File: config.mk
export PLATFORM = sky130hd
export DESIGN_NAME = ft232h_sync_tx_burst_flat
export DESIGN_NICKNAME = d
export VERILOG_FILES = /design/src/rtl/ft232h_sync_tx_burst_if.sv /design/src/rtl/ft232h_sync_tx_burst.sv /design/src/flat_wrapper.sv
export SDC_FILE = /design/constraint.sdc
export NUM_CORES = 1
export LEC_CHECK = 0
export ABC_AREA = 1
export CAP_MARGIN = 30
export CORE_ASPECT_RATIO = 1.4
export CORE_UTILIZATION = 57
export DETAILED_ROUTE_END_ITERATION = 8
export GPL_TIMING_DRIVEN = 1
export PLACE_DENSITY = 0.86
export SYNTH_ARGS = -nofsm -noshare
export SYNTH_HDL_FRONTEND = slang
export SYNTH_SLANG_ARGS = --single-unit
File: constraint.sdc
create_clock -name clock -period 5.2 [get_ports clock]
set_clock_uncertainty 0.2 [all_clocks]
set_input_delay 1.04 -clock clock [delete_from_list [all_inputs] [get_ports clock]]
set_output_delay 1.04 -clock clock [all_outputs]
set_load 0.005 [all_outputs]
File: src/rtl/ft232h_sync_tx_burst_if.sv
// FT232H synchronous-245 transmit bus plus TX FIFO read port, grouped for the burst engine.
// master = transmit engine side, slave = FT232H/FIFO environment side.
interface ft232h_sync_tx_burst_if #(
    parameter int DATA_W  = 8,
    parameter int LEVEL_W = 17
);
    logic               txe_n;
    logic               rd_n;
    logic               wr_n;
    logic [DATA_W-1:0]  data_out;
    logic               data_oe;
    logic               fifo_rd_en;
    logic [DATA_W-1:0]  fifo_data;
    logic               fifo_empty;
    logic [LEVEL_W-1:0] rdusedw;

    modport master (
        input  txe_n, rd_n, fifo_data, fifo_empty, rdusedw,
        output wr_n, data_out, data_oe, fifo_rd_en
    );

    modport slave (
        output txe_n, rd_n, fifo_data, fifo_empty, rdusedw,
        input  wr_n, data_out, data_oe, fifo_rd_en
    );
endinterface

File: src/rtl/ft232h_sync_tx_burst.sv
// FT232H sync-245 transmit engine: threshold/flush-triggered bursts from the TX FIFO through a
// small skid buffer, so txe_n stalls and receive-side bus yields never lose or repeat a byte.
module ft232h_sync_tx_burst #(
    parameter int DATA_W        = 8,
    parameter int LEVEL_W       = 17,
    parameter int THRESHOLD     = 66048,
    parameter int BURST_LEN     = 512,
    parameter int FLUSH_TIMEOUT = 65535,
    parameter int SKID_DEPTH    = 4
) (
    input  logic                  clock,
    input  logic                  rst_n,
    ft232h_sync_tx_burst_if.master bus,
    output logic                  busy,
    output logic [31:0]           tx_count
);
    localparam int PTR_W = $clog2(SKID_DEPTH);
    localparam int CNT_W = PTR_W + 1;
    localparam int RI_W  = $clog2(BURST_LEN + 1);
    localparam int TMR_W = (FLUSH_TIMEOUT > 1) ? $clog2(FLUSH_TIMEOUT) : 1;
    localparam bit FLUSH_EN = (FLUSH_TIMEOUT != 0);

    localparam logic [LEVEL_W-1:0] THRESH_L = LEVEL_W'(THRESHOLD);
    localparam logic [RI_W-1:0]    BURST_L  = RI_W'(BURST_LEN);
    localparam logic [CNT_W-1:0]   DEPTH_L  = CNT_W'(SKID_DEPTH);
    localparam logic [TMR_W-1:0]   TMR_LAST = TMR_W'(FLUSH_TIMEOUT - 1);

    typedef enum logic [1:0] {IDLE, BURST, YIELD, GAP} state_t;

    state_t             state;
    state_t             state_next;
    logic [DATA_W-1:0]  skid_mem [SKID_DEPTH];
    logic [PTR_W-1:0]   rd_ptr;
    logic [PTR_W-1:0]   wr_ptr;
    logic [CNT_W-1:0]   skid_count;
    logic               vld_p1;
    logic [RI_W-1:0]    reads_issued;
    logic [TMR_W-1:0]   flush_timer;
    logic               flush_due;

    logic               accept;
    logic               rd_go;
    logic               flush_qual;
    logic               burst_done;
    logic               wr_go;
    logic [CNT_W-1:0]   cnt_after_pop;
    logic [CNT_W-1:0]   cnt_next;
    logic [DATA_W-1:0]  head_next;

    always_comb begin
        accept        = !bus.wr_n && !bus.txe_n;
        rd_go         = (state == BURST) && bus.rd_n && !bus.txe_n && !bus.fifo_empty &&
                        (reads_issued < BURST_L) &&
                        ((skid_count + CNT_W'(vld_p1)) < DEPTH_L);
        cnt_after_pop = skid_count - CNT_W'(accept);
        cnt_next      = cnt_after_pop + CNT_W'(vld_p1);
        // When the pop empties the skid, the byte landing this edge becomes the new head.
        head_next     = (cnt_after_pop == '0) ? bus.fifo_data
                                              : skid_mem[rd_ptr + PTR_W'(accept)];
        flush_qual    = (bus.rdusedw != '0) && (bus.rdusedw < THRESH_L);
        burst_done    = (skid_count == '0) && !vld_p1 &&
                        ((reads_issued == BURST_L) || bus.fifo_empty);
        state_next    = state;
        case (state)
            IDLE:    if (!bus.txe_n && bus.rd_n && ((bus.rdusedw >= THRESH_L) || flush_due))
                         state_next = BURST;
            BURST:   if (!bus.rd_n)      state_next = YIELD;
                     else if (burst_done) state_next = GAP;
            YIELD:   if (bus.rd_n)       state_next = BURST;
            GAP:     state_next = IDLE;
            default: state_next = IDLE;
        endcase
        wr_go = (state == BURST) && bus.rd_n && (cnt_next != '0);
    end

    assign bus.fifo_rd_en = rd_go;

    // Skid storage: data only, written one cycle after the FIFO read strobe.
    always_ff @(posedge clock) begin
        if (vld_p1) skid_mem[wr_ptr] <= bus.fifo_data;
    end

    always_ff @(posedge clock) begin
        if (!rst_n) begin
            state        <= IDLE;
            busy         <= 1'b0;
            rd_ptr       <= '0;
            wr_ptr       <= '0;
            skid_count   <= '0;
            vld_p1       <= 1'b0;
            reads_issued <= '0;
            flush_timer  <= '0;
            flush_due    <= 1'b0;
            bus.wr_n     <= 1'b1;
            bus.data_oe  <= 1'b0;
            bus.data_out <= '0;
            tx_count     <= '0;
        end else begin
            state <= state_next;
            busy  <= (state_next != IDLE);

            // FIFO read stage -> skid push stage
            vld_p1 <= rd_go;
            if (vld_p1) wr_ptr <= wr_ptr + 1'b1;
            if (accept) begin
                rd_ptr   <= rd_ptr + 1'b1;
                tx_count <= tx_count + 32'd1;
            end
            skid_count <= cnt_next;

            // Skid head -> registered bus stage
            bus.wr_n    <= !wr_go;
            bus.data_oe <= wr_go;
            if (wr_go) bus.data_out <= head_next;

            if ((state == IDLE) && (state_next == BURST)) begin
                reads_issued <= '0;
                flush_timer  <= '0;
                flush_due    <= 1'b0;
            end else begin
                if (rd_go) reads_issued <= reads_issued + 1'b1;
                if ((state == IDLE) && flush_qual) begin
                    if (FLUSH_EN && (flush_timer == TMR_LAST)) flush_due <= 1'b1;
                    else flush_timer <= flush_timer + 1'b1;
                end else begin
                    flush_timer <= '0;
                    flush_due   <= 1'b0;
                end
            end
        end
    end
endmodule

File: src/flat_wrapper.sv
// flat-port wrapper written by rule: the top's interface ports become plain ports
module ft232h_sync_tx_burst_flat 
#(
    parameter int DATA_W        = 8,
    parameter int LEVEL_W       = 17,
    parameter int THRESHOLD     = 66048,
    parameter int BURST_LEN     = 512,
    parameter int FLUSH_TIMEOUT = 65535,
    parameter int SKID_DEPTH    = 4
)
  (clock, rst_n, busy, tx_count, bus_txe_n, bus_rd_n, bus_fifo_data, bus_fifo_empty, bus_rdusedw, bus_wr_n, bus_data_out, bus_data_oe, bus_fifo_rd_en);
  ft232h_sync_tx_burst_if #(.DATA_W(DATA_W), .LEVEL_W(LEVEL_W)) bus_i ();
  input  logic clock;
  input  logic rst_n;
  output logic busy;
  output logic [31:0] tx_count;
  input wire logic [$bits(bus_i.txe_n)-1:0] bus_txe_n;
  input wire logic [$bits(bus_i.rd_n)-1:0] bus_rd_n;
  input wire logic [$bits(bus_i.fifo_data)-1:0] bus_fifo_data;
  input wire logic [$bits(bus_i.fifo_empty)-1:0] bus_fifo_empty;
  input wire logic [$bits(bus_i.rdusedw)-1:0] bus_rdusedw;
  output wire logic [$bits(bus_i.wr_n)-1:0] bus_wr_n;
  output wire logic [$bits(bus_i.data_out)-1:0] bus_data_out;
  output wire logic [$bits(bus_i.data_oe)-1:0] bus_data_oe;
  output wire logic [$bits(bus_i.fifo_rd_en)-1:0] bus_fifo_rd_en;
  assign bus_i.txe_n = bus_txe_n;
  assign bus_i.rd_n = bus_rd_n;
  assign bus_i.fifo_data = bus_fifo_data;
  assign bus_i.fifo_empty = bus_fifo_empty;
  assign bus_i.rdusedw = bus_rdusedw;
  assign bus_wr_n = bus_i.wr_n;
  assign bus_data_out = bus_i.data_out;
  assign bus_data_oe = bus_i.data_oe;
  assign bus_fifo_rd_en = bus_i.fifo_rd_en;
  ft232h_sync_tx_burst #(.DATA_W(DATA_W), .LEVEL_W(LEVEL_W), .THRESHOLD(THRESHOLD), .BURST_LEN(BURST_LEN), .FLUSH_TIMEOUT(FLUSH_TIMEOUT), .SKID_DEPTH(SKID_DEPTH)) u_core (.clock(clock), .rst_n(rst_n), .bus(bus_i), .busy(busy), .tx_count(tx_count));
endmodule
==> flow_metrics.py <==
metrics = {
    "pwr": {
        "powerDensity_mw_per_mm2": 236,
        "ir_drop_v": 0.000164,
        "p_leak_uw": 0.00261,
    },
    "yosys": {
        "synth_ff_type": "dfxtp_1",
        "syn_inst": 736,
        "async_flop_share": 0,
        "netlist_top_cells_count": "nand2_1 (185), nor2_1 (129), inv_1 (89)",
        "synth_most_common_cell": "nand2_1",
        "synth_area_mm2": 0.00561,
        "ys_ff_latch": 112,
        "synthTopCellsByArea": "dfxtp_1 (29%), edfxtp_1 (17%), nand2_1 (12%)",
        "synth-edff-count": 32,
        "yosys.area.top_type": "dfxtp_1",
        "synth.avg_cell_area_um2": 7.62,
        "synth_top_area_frac": 0.286,
        "yosys_warnings": 0,
        "synth.distinct_cells": 37,
        "synth_nets": 780,
        "ys_seq_area_frac": 0.457,
    },
    "worst_setup_path": {
        "critPathKind": "input port to primary output",
        "cp_slowest_cell": "clkdlybuf4s50_1",
        "max_stage_delay_ps": 530,
        "end_kind": "primary output",
        "crit_family": "buffers and inverters",
        "cp_max_fo": 14,
        "crit_path_start": "bus_rd_n",
        "r2r-start": "u_core.bus.wr_n$_SDFF_PN1_",
        "cp_data_arrival_time_ps": 2730,
        "critPathLaunchType": "input port",
        "crit_chain": "clkdlybuf4s50_1, nand3_1, nor2_1, nand3_1, buf_4, inv_1, clkdlybuf4s50_1",
        "path_buf_inv": 4,
        "cp.required_ps": 3960,
    },
    "clocking": {
        "cts_setup_buffers": 0,
        "clk_pin_slew_worst_paths_ps": 70,
        "cts_tree": "yes",
        "cts_inserted_buffers": 9,
        "cts.sinks": 112,
        "h-tree-depth": 3,
        "clockBufferDepth": 2,
        "clk_latency_ps": 350,
        "holdBufCountCts": 0,
        "cts_resized": 0,
        "ctsRootBufferMaster": "clkbuf_16",
    },
    "die": {
        "die_x_um": 85.8,
        "row_count": 42,
        "ios": 74,
        "initial_core_util": 0.589,
        "core_mm2": 0.00951,
        "dieArea_mm2": 0.0102,
        "die_height_um": 119,
    },
    "layout": {
        "final_core_util": 0.704,
        "drive_above_1_share": 0.0602,
        "fin_nets": 853,
        "areaGrowthSynthToFinish_pct": 19.4,
        "final_area_mm2": 0.00669,
        "antenna_cells": 0,
    },
    "route": {
        "via_count": 4866,
        "dr.pass1.iters": 5,
        "drt_iter0_drc": 244,
        "finalWirelength_mm": 12.3,
        "drc": 0,
        "ant_nets": 0,
        "via_per_inst": 5.14,
        "routedWlPerCell_um": 13.0,
    },
    "sta": {
        "rsz0062_at_grt": "no",
        "tns_ps": 0,
        "whs_ps": 277,
        "slew_viol_final": 0,
        "timing_worst_slew_pin_value_ps": 802,
        "min_period_ps": 3970,
        "hold_viol_final": 0,
        "setup_slack_ps": 1230,
        "max_freq_ghz": 0.252,
        "period_share": 0.764,
        "setup_viol": 0,
        "slew_headroom": 0.465,
    },
    "worst_hold_path": {
        "holdCritStartpoint": "u_core.bus.data_out[5]$_SDFFE_PN0P_",
        "hold_class": "flop to flop",
    },
    "place": {
        "pre_cts_slack_ps": 1240,
        "port_buffers": 73,
        "hpwlAfterDp_mm": 9.21,
        "placed_area_mm2": 0.00643,
        "place.gp.congestion": 0.877,
    },
    "grt": {
        "antenna_found_initial": 0,
        "overflow": 0,
        "grt_pass1_vias": 4539,
        "grt_util_all_layers": 0.252,
        "grt_pass1_wl_mm": 20.2,
        "grt_max_degree": 33,
    },
    "job": {
        "max_cap_violations": 0,
    },
    "outcome": {
        "status": "completed",
    },
}
[path summary, 6_finish.rpt]
| kind | to | slack, ps | depth (start not counted) |
|---|---|---|---|
| max | bus_fifo_rd_en | 1230 | 7 |
| min | u_core.bus.data_out[5]$_SDFFE_PN0P_ | 280 | 2 |
| max reg2reg | u_core.bus.data_out[2]$_SDFFE_PN0P_ | 2430 | 13 |
| min reg2reg | u_core.bus.data_out[5]$_SDFFE_PN0P_ | 280 | 2 |
[worst register-to-register path: cells and delay by family, from the launching register on]
family,cells,cell delay [ps]
XOR/XNOR,1,210
adder cells (fa/ha/maj),3,840
buffers and inverters,3,400
flip-flops,1,360
AND/OR/NAND/NOR,6,630
[stage by stage]
stage	total power (uW)	instances
2_1_floorplan	950	736
3_3_place_gp	982	930
3_5_place_dp	985	930
4_1_cts	1590	946
5_1_grt	1630	946
6_report	1580	946
[layout make-up]
| type | count | area [um2] |
|---|---|---|
| Sequential cell | 112 | 2560 |
| Clock inverter | 3 | 18.8 |
| Multi-Input combinational cell | 519 | 2620 |
| Clock buffer | 13 | 240 |
| Fill cell | 738 | 2820 |
| Inverter | 92 | 345 |
| Tap cell | 132 | 165 |
| Timing Repair Buffer | 75 | 746 |
[layer usage]
metal / part of all wire / global-route usage / up-vias
met5: 0 / 0 / -
met4: 0.016 / 0.0833 / 0
met3: 0.046 / 0.0464 / 13
met2: 0.54 / 0.471 / 137
met1: 0.40 / 0.283 / 2233
li1: - / - / 2483
[power by group]
part           internal, uW  switching (uW)
clock network           324             293
logic                  30.4            33.2
registers               899            2.52
total                  1250             329
[cell families after synthesis]
group,synth area share
buffers and inverters,0.0765
and+or+nand+nor,0.331
AOI/OAI and AO/OA,0.0652
adders and majority gates,0.0312
xor gates and xnor gates,0.0386
DFF,0.457
[state kept, by name, summed over array words and instances, names as in the netlist]
register / cells
u_core.wr_ptr: 2
u_core.rd_ptr: 2
u_core.vld_p1: 1
u_core.skid_count: 3
u_core.busy: 1
u_core.state: 2
u_core.skid_mem: 32
u_core.bus.wr_n: 1
u_core.bus.data_out: 8
u_core.reads_issued: 10
u_core.flush_due: 1
u_core.tx_count: 32
u_core.flush_timer: 16
u_core.bus.data_oe: 1
[cells in the final DEF, fill, tap and decap left out, drive strengths merged, types with 15 or more instances in the layout]
cell type      Yosys  final
edfxtp            32     32
nand2            192    192
inv               91     91
clkdlybuf4s50      0     73
a21oi             27     27
xor2              15     15
nand3             42     42
nor2             145    145
o21ai             30     30
dfxtp             80     80
nor3              20     20
No activity file was read; power rests on OpenSTA's default activity.
